--- config.mk ---
export PLATFORM = sky130hd
export DESIGN_NAME = gshare_predictor
export DESIGN_NICKNAME = d
export VERILOG_FILES = /design/src/rtl/gshare_predictor.sv
export SDC_FILE = /design/constraint.sdc
export NUM_CORES = 1
export LEC_CHECK = 0
export CORE_UTILIZATION = 36
export CTS_CLUSTER_SIZE = 40
export DETAILED_ROUTE_END_ITERATION = 12
export PLACE_DENSITY = 0.63
export REMOVE_ABC_BUFFERS = 1
export SLEW_MARGIN = 10
export SYNTH_ARGS = -nofsm -noshare
export SYNTH_HDL_FRONTEND = slang
export SYNTH_SLANG_ARGS = --single-unit
export TNS_END_PERCENT = 50
--- constraint.sdc ---
create_clock -name clk -period 9 [get_ports clk]
set_clock_uncertainty 0.15 [all_clocks]
set_input_delay 0.9 -clock clk [delete_from_list [all_inputs] [get_ports clk]]
set_output_delay 0.9 -clock clk [all_outputs]
set_load 0.05 [all_outputs]
--- src/rtl/gshare_predictor.sv ---
// Branch direction predictor: a table of saturating counters indexed by the PC,
// optionally XORed with a non-speculative global history, plus branch/mispredict statistics.
module gshare_predictor #(
    parameter int CTR_BITS   = 2,
    parameter int INDEX_BITS = 6,
    parameter int GHR_BITS   = 6,
    parameter int MODE       = 1,
    parameter int STAT_BITS  = 16
) (
    input  logic                  clk,
    input  logic                  reset,
    input  logic [31:0]           pc_f,
    output logic                  bp_f,
    output logic [INDEX_BITS-1:0] idx_f,
    input  logic                  update_e,
    input  logic [INDEX_BITS-1:0] idx_e,
    input  logic                  taken_e,
    input  logic                  pred_e,
    output logic [STAT_BITS-1:0]  branch_cnt,
    output logic [STAT_BITS-1:0]  mispred_cnt
);

    localparam int ENTRIES = 1 << INDEX_BITS;
    localparam logic [CTR_BITS-1:0]  CTR_MAX  = '1;
    localparam logic [STAT_BITS-1:0] STAT_MAX = '1;

    logic [CTR_BITS-1:0]   table_q [ENTRIES];
    logic [CTR_BITS-1:0]   ctr_d;
    logic [GHR_BITS-1:0]   ghr_q, ghr_d;
    logic [STAT_BITS-1:0]  branch_q, branch_d;
    logic [STAT_BITS-1:0]  mispred_q, mispred_d;
    logic [INDEX_BITS-1:0] pcIdx;
    logic [INDEX_BITS-1:0] ghrExt;
    logic                  unusedBits;

    // Byte-offset and upper PC bits never contribute to the index.
    assign pcIdx      = pc_f[INDEX_BITS+1:2];
    assign unusedBits = ^{pc_f[31:INDEX_BITS+2], pc_f[1:0], ghrExt};

    always_comb begin
        ghrExt                 = '0;
        ghrExt[GHR_BITS-1:0]   = ghr_q;
    end

    generate
        if (MODE == 0) begin : gBimodal
            assign idx_f = pcIdx;
        end else begin : gGshare
            assign idx_f = pcIdx ^ ghrExt;
        end
    endgenerate

    // Reads the registered table, so a same-cycle update is seen only next cycle.
    assign bp_f        = table_q[idx_f][CTR_BITS-1];
    assign branch_cnt  = branch_q;
    assign mispred_cnt = mispred_q;

    always_comb begin
        ctr_d = table_q[idx_e];
        if (taken_e) begin
            if (ctr_d != CTR_MAX) ctr_d = ctr_d + CTR_BITS'(1);
        end else begin
            if (ctr_d != '0) ctr_d = ctr_d - CTR_BITS'(1);
        end
    end

    generate
        if (GHR_BITS == 1) begin : gGhrOne
            assign ghr_d = taken_e;
        end else begin : gGhrShift
            assign ghr_d = {ghr_q[GHR_BITS-2:0], taken_e};
        end
    endgenerate

    always_comb begin
        branch_d  = branch_q;
        mispred_d = mispred_q;
        if (branch_q != STAT_MAX) branch_d = branch_q + STAT_BITS'(1);
        if ((pred_e != taken_e) && (mispred_q != STAT_MAX)) mispred_d = mispred_q + STAT_BITS'(1);
    end

    always_ff @(posedge clk) begin
        if (reset) begin
            for (int i = 0; i < ENTRIES; i++) table_q[i] <= '0;
            ghr_q     <= '0;
            branch_q  <= '0;
            mispred_q <= '0;
        end else if (update_e) begin
            table_q[idx_e] <= ctr_d;
            ghr_q          <= ghr_d;
            branch_q       <= branch_d;
            mispred_q      <= mispred_d;
        end
    end

endmodule

# == Yosys cells after proc, flatten, opt, wreduce, memory -nomap -nowiden ==
# Memory sizes are Yosys's and may differ from the RTL's.
# Index checks and enable logic that the tools add are counted.
# totals
reg_bits,38
latchBits,0
mem_bits_rw,128
mem_bits_ro,0
in_bits,43
out_inout_bits,39
word_cells,29
memories,1
# memory_table
memory,depth,width,read_ports,rd_ports_with_merged_regs,wr,line_no,rtl
table_q,64,2,2,0,64,27,logic [CTR_BITS-1:0] table_q [ENTRIES];
# op_classes
n_addsub,4
mul,0
div_mod_pow,0
n_lt_le_gt_ge,0
eq_ne,4
shift,0
n_mux,11
bitwise,1
reduce_logical,5
# ops
operator,count
$add 16x1->16 const B,2
$ne 16x16->1 const B,2
$mux 2,4
$mux 1,6
$mux 6,1
$xor 6x6->6,1
$reduce_and 2->1,2
$add 2x1->2 const B,1
$ne 2x2->1 const B,1
$reduce_bool 2->1,1
$reduce_or 2->1,1
$sub 2x1->2 const B,1
$logic_and 1x1->1,1
$ne 1x1->1,1

# == Longest topological paths before layout ==
# Gate-level depths: netlist of run 1.
# logic_depth
depth_word,5
mapped_depth,12
depth_no_buf,8

# == Worst setup path before layout of run 1 ==
# OpenSTA, ideal clock, no wires.
# synth_path
kind,input to output
startpoint,input pc_f[3]
endpoint,output bp_f
arrival_ns,3.563
t_required_ns,7.950
setup_slack_ns,4.387
cell_stages,5
path_buffers,1
path_cell_list,xor2_1 > clkbuf_1 > mux4_2 > mux4_2 > mux4_2
# synth_between
elab_chain_len,2
# synth_lines
item,line_no,rtl
start: declaration,12,"input logic [31:0] pc_f,"
$xor 6x6->6,49,assign idx_f = pcIdx ^ ghrExt;
via idx_f[1],14,"output logic [INDEX_BITS-1:0] idx_f,"
$mem_v2 64x2,-,
end: declaration,13,"output logic bp_f,"
# The timed path passes the listed nets, and every way through them passes these cells.

# == Final worst setup path of run 1 ==
# layout_path
startpoint,input pc_f[3]
endpoint,output bp_f
# layout_between
elab_chain_len,2
# layout_lines
item,line_no
$xor 6x6->6,49
$mem_v2 64x2,-
# No other way between the ends.

==> results of run 1 <==
-- logic make-up (layout without fill, tap and decap cells) --
kind of cell	after synthesis	in the layout	synth area share, %
compound gates	76	76	6.83
xor+xnor	31	31	3.16
fa+ha+maj	4	4	0.525
buf+inv	64	101	4.40
flops	166	166	52.2
mux	62	62	11.5
simple gates	398	398	21.3
-- cells in the mapped netlist (all sizes together) (2+ instances only) --
master	count
a22oi	5
or3	8
a2111oi	2
and3	9
o22ai	5
buf	37
a221oi	13
o2bb2ai	4
mux2	7
edfxtp	128
nor2b	8
maj3	2
nor2	158
mux2i	24
inv	8
nand2b	57
nor3	31
or2	4
nand3	13
o21a	2
xor2	24
a21boi	3
and4	3
mux4	31
ha	2
o21ai	8
a21oi	8
o211ai	2
nor3b	2
clkbuf	19
a21o	11
xnor2	7
nand2	88
a211oi	5
dfxtp	38
and2	4
nand4	8
-- metal layers --
metal / track usage (%) / up-vias
met4: 6.36 / 0
met2: 29.6 / 277
li1: - / 2917
met5: 0 / -
met3: 3.95 / 37
met1: 25.7 / 3072
-- metrics by stage --
| stage | hold WS, ps | instance area, µm² |
|---|---|---|
| 2_1_floorplan | 331 | 8460 |
| 3_3_place_gp | 334 | 9460 |
| 3_5_place_dp | 342 | 9460 |
| 4_1_cts | 354 | 9990 |
| 5_1_grt | 372 | 9990 |
| 6_report | 348 | 9990 |
-- layout make-up --
class	instances	area share [%]
Inverter	8	0.300
Tap cell	319	3.99
Clock inverter	15	1.05
Timing Repair Buffer	61	5.86
Sequential cell	166	46.1
Multi-Input combinational cell	571	38.5
Clock buffer	17	4.26
-- path summary, 6_finish.rpt --
path / to / start / depth (start not counted) / slack (ps)
max: bp_f / pc_f[3] / 6 / 3380
max reg2reg: table_q[57][1] / table_q[38][1] / 8 / 5380
min reg2reg: branch_cnt[10] / branch_cnt[10] / 2 / 350
min: branch_cnt[10] / branch_cnt[10] / 2 / 350
-- report_power, final --
part	internal (mW)	switching [mW]	leakage [nW]	total [mW]
sequential	0.846	0.0134	1.63	0.859
clock	0.353	0.318	0.250	0.671
combinational	0.0787	0.146	1.58	0.225
-- sequential cells by signal, indices dropped and copies added, names as in the netlist --
signal and flops:
table_q 128, ghrExt 6, mispred_cnt 16, branch_cnt 16
-- critical path, stage by stage --
cell,delay [ps]
clkdlybuf4s50_1,500
xor2_2,1000
mux4_2,460
mux4_2,530
mux4_2,460
clkdlybuf4s50_1,710
-- placed cells by master (no fill, tap or decap), drive strengths merged, types with 3 or more instances in the layout --
cell type	Yosys	routed
a221oi	13	13
clkinv	0	6
or3	8	8
a21boi	3	3
mux2i	24	24
nand2	88	88
o2bb2ai	4	4
edfxtp	128	128
a21oi	8	8
mux4	31	31
dfxtp	38	38
a21o	11	11
clkdlybuf4s50	0	53
o22ai	5	5
nor3	31	31
nor2	158	158
nand4	8	8
nand3	13	13
a22oi	5	5
mux2	7	7
xor2	24	24
and4	3	3
o21ai	8	8
clkinvlp	0	5
nor2b	8	8
and2	4	4
buf	37	8
nand2b	57	57
or2	4	4
a211oi	5	5
and3	9	9
xnor2	7	7
clkbuf	19	17
inv	8	12
==> results.md, run 1 <==
- Prevailing post-synth register cell: edfxtp_1
- Worst EP required: 7950 ps
- Cell Area, Synth: just under 9000 µm²
- Layout cells sized above 1: 12.3%
- Initial Utilization: 37.1%
- Place WS: 3410 ps
- Core region area: 23,800 µm²
- Die Footprint: 25,100 µm²
- First-pass GRT wire length: 34,600 µm
- Share of the synthesized area in the top cell type: 43.6%
- Synth unique cells: 63
- Clock buffer count from CTS: 17
- Uppermost layer routed: met4
- # fillers: 2,232
- Routed WL: 22,400 µm
- Register Area: between 4000 and 5000 µm²
- Layout Utilization: 42.1%
- Worst Path Arrival: 4570 ps
- Area of the multi-input gates: 3840 µm²
- Clock sinks: 166
- Number of H-tree levels: 4
- Die Y: between 150 and 200 µm
- Top cells by area, synth: edfxtp_1 44%, dfxtp_1 8.6%, mux4_2 7.9%, nor2_1 6.7%, nand2b_1 4.0%
- Die X: 158 µm
- Max-slew headroom: around 13%
- Post-synth EDFFs: 128
- Worst Hold Class: register to register
- Post-Place Cells: 1,125
- Num rows: 56
- Postcts setup bufs: 0
- I/O pin total: 82
- Leak Pwr: 3.46 nW
- Post-synth top area cell: edfxtp_1
- Number of max-cap violations: 0
- Pre-antenna DRT Iters: 5
- Worst-Skew Late Latency: 440 ps
- Largest net degree at the start of global routing: 87
- Gate Count Post-Synth: about 800
- Layout area overhead: 13.4%
- Diodes inserted: 0
- WL/cell: 19.3 µm
- Slew Viols, Final: 0
- Resize count post-CTS: 0
- RSZ-0062 raised after global routing: false
- Setup TNS: 0 ps
- VDD IR max: roughly 0.12 mV
- Via count: 6,303
- Tcrit/Tclk final: 62.5%
- Met3 wire len: between 1500 and 2000 µm
- Crit Path Max Fanout: 17
- Avg Cell Area, Syn: about 11 µm²
- Gr usage total: between 10% and 20%
- Final Setup Violations: 0
- CTS tree: built
- M1 WL: between 10,000 and 15,000 µm
- GRT overflow: 0
- Post-route antenna net violation count: 0
- Vias/cell: around 5.4
- Initial DRC count: 511
- Final nets: slightly below 900
- Kind of critical path: input port to output port
- FMAX: about 180 MHz
- Async S/R FF share, synth: 0%
- Tmin final: 5620 ps
- Final hold vios: 0
- Crit start category: input port
- Power per cell area: 176 nW/µm²
- Vias in the first global route: 5,933
- CTS Hold Buffers Added: 0
- Max Root-Sink Buffers: 2
- Synth Warn #: 0
- Flops & latches, synth: 166
- DP Wirelength: 14,200 µm
- Register area share after synthesis: 52.2%
- Clock-pin slew on the worst setup and hold paths: around 70 ps
- Slew @ Worst Pin: 1310 ps
- DRC violations left: 0
- Fin cells: 1,157
- Setup ws final: 3380 ps
- Crit. End Element: output port
- Antenna violations before repair: 0
- I/O Buffers: between 50 and 60
- Metal2 WL: 10,100 µm
- Root buf cell: clkbuf_16
- Pwr Total: roughly 1.8 mW
- GPL Wtd Cong: roughly 0.85
- Status: complete, no violations
Power figures use the tool's default switching activity.
==> run 2: changes to the inputs <==
==> constraint.sdc (replaced) <==
create_clock -name clk -period 5.8 [get_ports clk]
set_clock_uncertainty 0.15 [all_clocks]
set_input_delay 0.58 -clock clk [delete_from_list [all_inputs] [get_ports clk]]
set_output_delay 0.58 -clock clk [all_outputs]
set_load 0.05 [all_outputs]
==> results.md, run 2 (synthesis gave the netlist of run 1 again) <==
- Final Setup Violations: 0 (unchanged)
- Worst path most repeated cell: mux4_2 (unchanged)
- Final Cell Area: 10,100 µm² (was 9990 µm²)
- Most common cell after layout, fill and taps aside: nor2_1 (unchanged)
- Comb pwr share: 13.2% (was 12.8%)
- Postcts setup bufs: 0 (unchanged)
- Max-slew headroom: 16.8% (was 12.8%)
- Number of max-cap violations: 0 (unchanged)
- CTS tree: built (unchanged)
- Largest stage delay on the critical path: 710 ps (was 1000 ps)
- Die Footprint: 25,100 µm² (unchanged)
- WL/cell: 19.4 µm (was 19.3 µm)
- Pre-antenna DRT Iters: 5 (unchanged)
- Area of the multi-input gates: 3840 µm² (about the same)
- Clock buffer count from CTS: 17 (unchanged)
- Register Area: 4600 µm² (unchanged)
- Vias/cell: 5.40 (was 5.45)
- Layout cells sized above 1: 12.6% (was 12.3%)
- Tcrit/Tclk final: 79.7%
- Die Y: 158 µm (unchanged)
- Slew @ Worst Pin: 1240 ps (was 1310 ps)
- Antenna violations before repair: 0 (unchanged)
- Clk pwr share: 38.7% (was 38.2%)
- Hold_sp: branch_cnt[8] (was branch_cnt[10])
- First-pass GRT wire length: 35,300 µm (was 34,600 µm)
- Setup ws final: 1180 ps (was 3380 ps)
- VDD IR max: 0.179 mV (was 0.116 mV)
- Clock-pin slew on the worst setup and hold paths: 60 ps (was 70 ps)
- Worst EP required: 5070 ps (was 7950 ps)
- Hold Path Depth: 2 (unchanged)
- Clock sinks: 166 (unchanged)
- CTS Hold Buffers Added: 0 (unchanged)
- DP Wirelength: 15,000 µm (was 14,200 µm)
- Slew Viols, Final: 0 (unchanged)
- Fin cells: 1,166 (was 1,157)
- Tmin final: between 4000 and 5000 ps
- Psw: 709 µW (was 478 µW)
- Final hold vios: 0 (unchanged)
- Worst Hold Class: register to register (unchanged)
- I/O Buffers: 55 (unchanged)
- Int Pwr: 2.06 mW (was 1.28 mW)
- Worst R2R Setup Slack: 2400 ps (was 5380 ps)
- RSZ-0062 raised after global routing: false (unchanged)
- Pwr Total: 2.77 mW (was 1.76 mW)
- Crit Path Max Fanout: 17 (unchanged)
- Most flops, register: table_q (unchanged)
- Via count: 6,294 (was 6,303)
- Crit. End Element: output port (unchanged)
- Sw Share: 25.6% (was 27.2%)
- Power per cell area: 274 nW/µm² (was 176 nW/µm²)
- Root buf cell: clkbuf_16 (unchanged)
- GRT overflow: 0 (unchanged)
- Critical path cell sequence: clkdlybuf4s50_1, xor2_2, buf_4, mux4_2, mux4_2, mux4_2, clkdlybuf4s50_1 (was clkdlybuf4s50_1, xor2_2, mux4_2, mux4_2, mux4_2, clkdlybuf4s50_1)
- I/O pin total: 82 (unchanged)
- Final nets: 879 (was 870)
- Layout area overhead: 14.5% (was 13.4%)
- FMAX: 216 MHz
- Vias in the first global route: 6,176 (was 5,933)
- Layout Utilization: 42.5% (was 42.1%)
- Post-Place Cells: 1,134 (was 1,125)
- Worst-Skew Late Latency: 430 ps (was 440 ps)
- DRC violations left: 0 (unchanged)
- CP startpoint: pc_f[2] (was pc_f[3])
- R2r endpoint: table_q[57][1] (unchanged)
- Initial DRC count: 654 (was 511)
- Crit start category: input port (unchanged)
- Hold slack: 345 ps (was 348 ps)
- GPL Wtd Cong: 0.889 (was 0.850)
- Max reg flops: 128 (unchanged)
- Diodes inserted: 0 (unchanged)
- Resize count post-CTS: 0 (unchanged)
- R2R depth: 8 (unchanged)
- Slowest-stage cell, CP: clkdlybuf4s50_1 (was xor2_2)
- Min-Delay Endpoint: branch_cnt[8] (was branch_cnt[10])
- Gr usage total: 19.0% (was 18.8%)
- Die X: 158 µm (unchanged)
- Most frequent cells in the layout: 157 x nor2_1, 128 x edfxtp_1, 88 x nand2_1 (unchanged)
- Reg-to-reg critical path startpoint: table_q[38][1] (unchanged)
- Placed cell area: 9550 µm² (was 9460 µm²)
- Largest net degree at the start of global routing: 83 (was 87)
- Core region area: 23,800 µm² (unchanged)
- # fillers: 2,239 (was 2,232)
- Status: complete, no violations (unchanged)
- Num rows: 56 (unchanged)
- Worst Path Arrival: 3890 ps (was 4570 ps)
- Setup TNS: 0 ps (unchanged)
- Initial Utilization: 37.1% (unchanged)
- Routed WL: 22,600 µm (was 22,400 µm)
- Kind of critical path: input port to output port (unchanged)
- Leak Pwr: 3.52 nW (was 3.46 nW)
- Number of H-tree levels: 4 (unchanged)
- Sequential share of power: 48.2% (was 49.0%)
- Max Root-Sink Buffers: 2 (unchanged)
- Place WS: 1060 ps (was 3410 ps)
- Post-route antenna net violation count: 0 (unchanged)
run 2: cell count changes in the layout (fill, tap and decap cells not counted), moves of 2 or more:
cell / before / now
buf_12: 0 / 2
buf_4: 6 / 13
clkbuf_1: 0 / 5
clkbuf_8: 0 / 2
clkinvlp_4: 5 / 2
inv_6: 4 / 0
run 2: per-layer routing:
metal / vias to the layer above / wire (µm) / GRT usage [%]
met4: 0 / 527 / 5.86
met3: 42 / 1760 / 4.49
met2: 272 / 10500 / 30.8
li1: 2947 / - / -
met5: - / 0 / 0
met1: 3033 / 9800 / 25.2
run 2: power by group through the flow:
stage	registers (mW)	clock network [mW]	logic [mW]
after global placement	1.36	0	0.362
final	1.33	1.07	0.364
after CTS	1.33	1.08	0.365
after detailed placement	1.36	0	0.364
after floorplan	1.36	0	0.205
after global routing	1.34	1.14	0.389
run 2: area by class of cell:
type | count | area share, %
well taps | 319 | 3.95
inverters | 8 | 0.297
clock inverters | 8 | 0.768
repair buffers | 70 | 6.72
flip-flops and latches | 166 | 45.6
clock buffers | 24 | 4.67
multi-input cells | 571 | 38.0
run 2: critical path, delay by kind of cell:
family                 cells  cell delay (ps)
buffers and inverters      3             1580
multiplexers               3             1570
XOR/XNOR                   1              140
run 2: how the worst max path moves through the flow:
stage / end / cells past startpoint
4_1_cts: bp_f / 7
5_1_grt: bp_f / 7
3_3_place_gp: table_q[57][1] / 10
3_5_place_dp: table_q[57][1] / 10
2_1_floorplan: bp_f / 4
6_report: bp_f / 7
==> run 3: changes to the inputs <==
--- a/config.mk
+++ b/config.mk
@@ -8,7 +8,7 @@
 export CORE_UTILIZATION = 36
 export CTS_CLUSTER_SIZE = 40
 export DETAILED_ROUTE_END_ITERATION = 12
-export PLACE_DENSITY = 0.63
+export PLACE_DENSITY = 0.65
 export REMOVE_ABC_BUFFERS = 1
 export SLEW_MARGIN = 10
 export SYNTH_ARGS = -nofsm -noshare
==> constraint.sdc (replaced) <==
create_clock -name clk -period 4 [get_ports clk]
set_clock_uncertainty 0.15 [all_clocks]
set_input_delay 0.4 -clock clk [delete_from_list [all_inputs] [get_ports clk]]
set_output_delay 0.4 -clock clk [all_outputs]
set_load 0.05 [all_outputs]
==> results.md, run 3 (synthesis gave the netlist of run 1 again) <==
- Worst EP required: 3450 ps (was 5070 ps)
- Final Setup Violations: 0 (unchanged)
- Final hold vios: 0 (unchanged)
- Setup ws final: 313 ps (was 1180 ps)
- Placed cell area: 9770 µm² (was 9550 µm²)
- Hold Path Depth: 2 (unchanged)
- I/O pin total: 82 (unchanged)
- Clock-pin slew on the worst setup and hold paths: 70 ps (was 60 ps)
- Number of H-tree levels: 4 (unchanged)
- Initial Utilization: 37.1% (unchanged)
- First-pass GRT wire length: 36,100 µm (was 35,300 µm)
- Tcrit/Tclk final: 92.2%
- Clock buffer count from CTS: 17 (unchanged)
- Max-slew headroom: 47.5% (was 16.8%)
- Layout cells sized above 1: 14.8% (was 12.6%)
- Resize count post-CTS: 0 (unchanged)
- Power per cell area: 397 nW/µm² (was 274 nW/µm²)
- Post-Place Cells: 1,154 (was 1,134)
- Final nets: 899 (was 879)
- CTS Hold Buffers Added: 0 (unchanged)
- Layout Utilization: 43.5% (was 42.5%)
- RSZ-0062 raised after global routing: false (unchanged)
- Leak Pwr: 3.65 nW (was 3.52 nW)
- GPL Wtd Cong: 0.906 (was 0.889)
- Most frequent cells in the layout: 157 x nor2_1, 128 x edfxtp_1, 88 x nand2_1 (unchanged)
- Place WS: 262 ps (was 1060 ps)
- CP Capture Point: bp_f (unchanged)
- FMAX: 271 MHz
- WL/cell: 19.7 µm (was 19.4 µm)
- Reg-to-reg critical path startpoint: table_q[34][1] (was table_q[38][1])
- Layout area overhead: 17.2% (was 14.5%)
- Gr usage total: 19.5% (was 19.0%)
- Via count: 6,521 (was 6,294)
- Hold slack: 308 ps (was 345 ps)
- Die X: 158 µm (unchanged)
- Fin cells: 1,185 (was 1,166)
- DRC violations left: 0 (unchanged)
- Initial DRC count: 625 (was 654)
- Max reg flops: 128 (unchanged)
- R2R depth: 8 (unchanged)
- Max Root-Sink Buffers: 2 (unchanged)
- Vias in the first global route: 6,342 (was 6,176)
- I/O Buffers: 55 (unchanged)
- R2r endpoint: table_q[26][0] (was table_q[57][1])
- Die Y: 158 µm (unchanged)
- Worst Path Arrival: 3140 ps (was 3890 ps)
- Postcts setup bufs: 0 (unchanged)
- Clock sinks: 166 (unchanged)
- Antenna violations before repair: 0 (unchanged)
- Slew Viols, Final: 0 (unchanged)
- Post-route antenna net violation count: 0 (unchanged)
- Crit. End Element: output port (unchanged)
- Root buf cell: clkbuf_16 (unchanged)
- Diodes inserted: 0 (unchanged)
- Slew @ Worst Pin: 787 ps (was 1240 ps)
- # fillers: 2,239 (unchanged)
- Status: complete, no violations (unchanged)
- Tmin final: 3690 ps
- Num rows: 56 (unchanged)
- Routed WL: 23,300 µm (was 22,600 µm)
- Crit start category: input port (unchanged)
- Number of max-cap violations: 0 (unchanged)
- Most common cell after layout, fill and taps aside: nor2_1 (unchanged)
- CP startpoint: pc_f[2] (unchanged)
- Setup TNS: 0 ps (unchanged)
- VDD IR max: 0.253 mV (was 0.179 mV)
- Largest net degree at the start of global routing: 55 (was 83)
- Pwr Total: 4.10 mW (was 2.77 mW)
- CTS tree: built (unchanged)
- Vias/cell: 5.50 (was 5.40)
- Crit Path Max Fanout: 17 (unchanged)
- Worst R2R Setup Slack: 1130 ps (was 2400 ps)
- Core region area: 23,800 µm² (unchanged)
- Die Footprint: 25,100 µm² (unchanged)
- Kind of critical path: input port to output port (unchanged)
- Worst Hold Class: input port to register (was register to register)
- GRT overflow: 0 (unchanged)
- Pre-antenna DRT Iters: 5 (unchanged)
- Worst-Skew Late Latency: 430 ps (about the same)
- DP Wirelength: 15,500 µm (was 15,000 µm)
- Final Cell Area: 10,300 µm² (was 10,100 µm²)
- Most flops, register: table_q (unchanged)
-- run 3: cell count changes in the layout (fill, tap and decap cells not counted), sizes merged --
cell	delta
buf	+21
clkdlybuf4s50	-1
clkinvlp	+2
clkinv	+1
clkbuf	-6
bufinv	+1
inv	+1
-- run 3: metal layers --
layer / global-route usage [%] / share of wire (%)
met1: 25.9 / 42
met2: 31.1 / 47
met3: 4.35 / 8.4
met4: 7.23 / 2.7
met5: 0 / 0
-- run 3: final cells by class --
cell class	instances	area (µm²)	share of cell area (%)
sequential	166	4600	44.6
timing repair buffer	90	888	8.60
inverter	8	30.0	0.291
clock buffer	18	429	4.16
multi-input combinational	571	3840	37.2
clock inverter	13	134	1.30
tap	319	399	3.86
-- run 3: report_power, final --
group / total [mW] / internal (mW) / switching (mW) / leakage (nW)
Combinational: 0.557 / 0.214 / 0.343 / 1.76
Clock: 1.61 / 0.912 / 0.693 / 0.263
Sequential: 1.93 / 1.90 / 0.0309 / 1.63
Total: 4.10 / 3.03 / 1.07 / 3.65
-- run 3: how the worst min path moves through the flow --
| stage | start | end | slack [ps] |
|---|---|---|---|
| after floorplan | reset | branch_cnt[10] | 320 |
| after global placement | mispred_cnt[13] | mispred_cnt[13] | 340 |
| after detailed placement | branch_cnt[8] | branch_cnt[8] | 340 |
| after CTS | reset | table_q[29][1] | 270 |
| after global routing | reset | table_q[29][1] | 290 |
| final | reset | table_q[29][1] | 310 |
-- run 3: critical path: stages --
cell and delay (ps):
clkdlybuf4s50_1 550, xor2_4 180, buf_12 210, mux4_2 570, mux4_2 530, mux4_2 470
buf_4 200
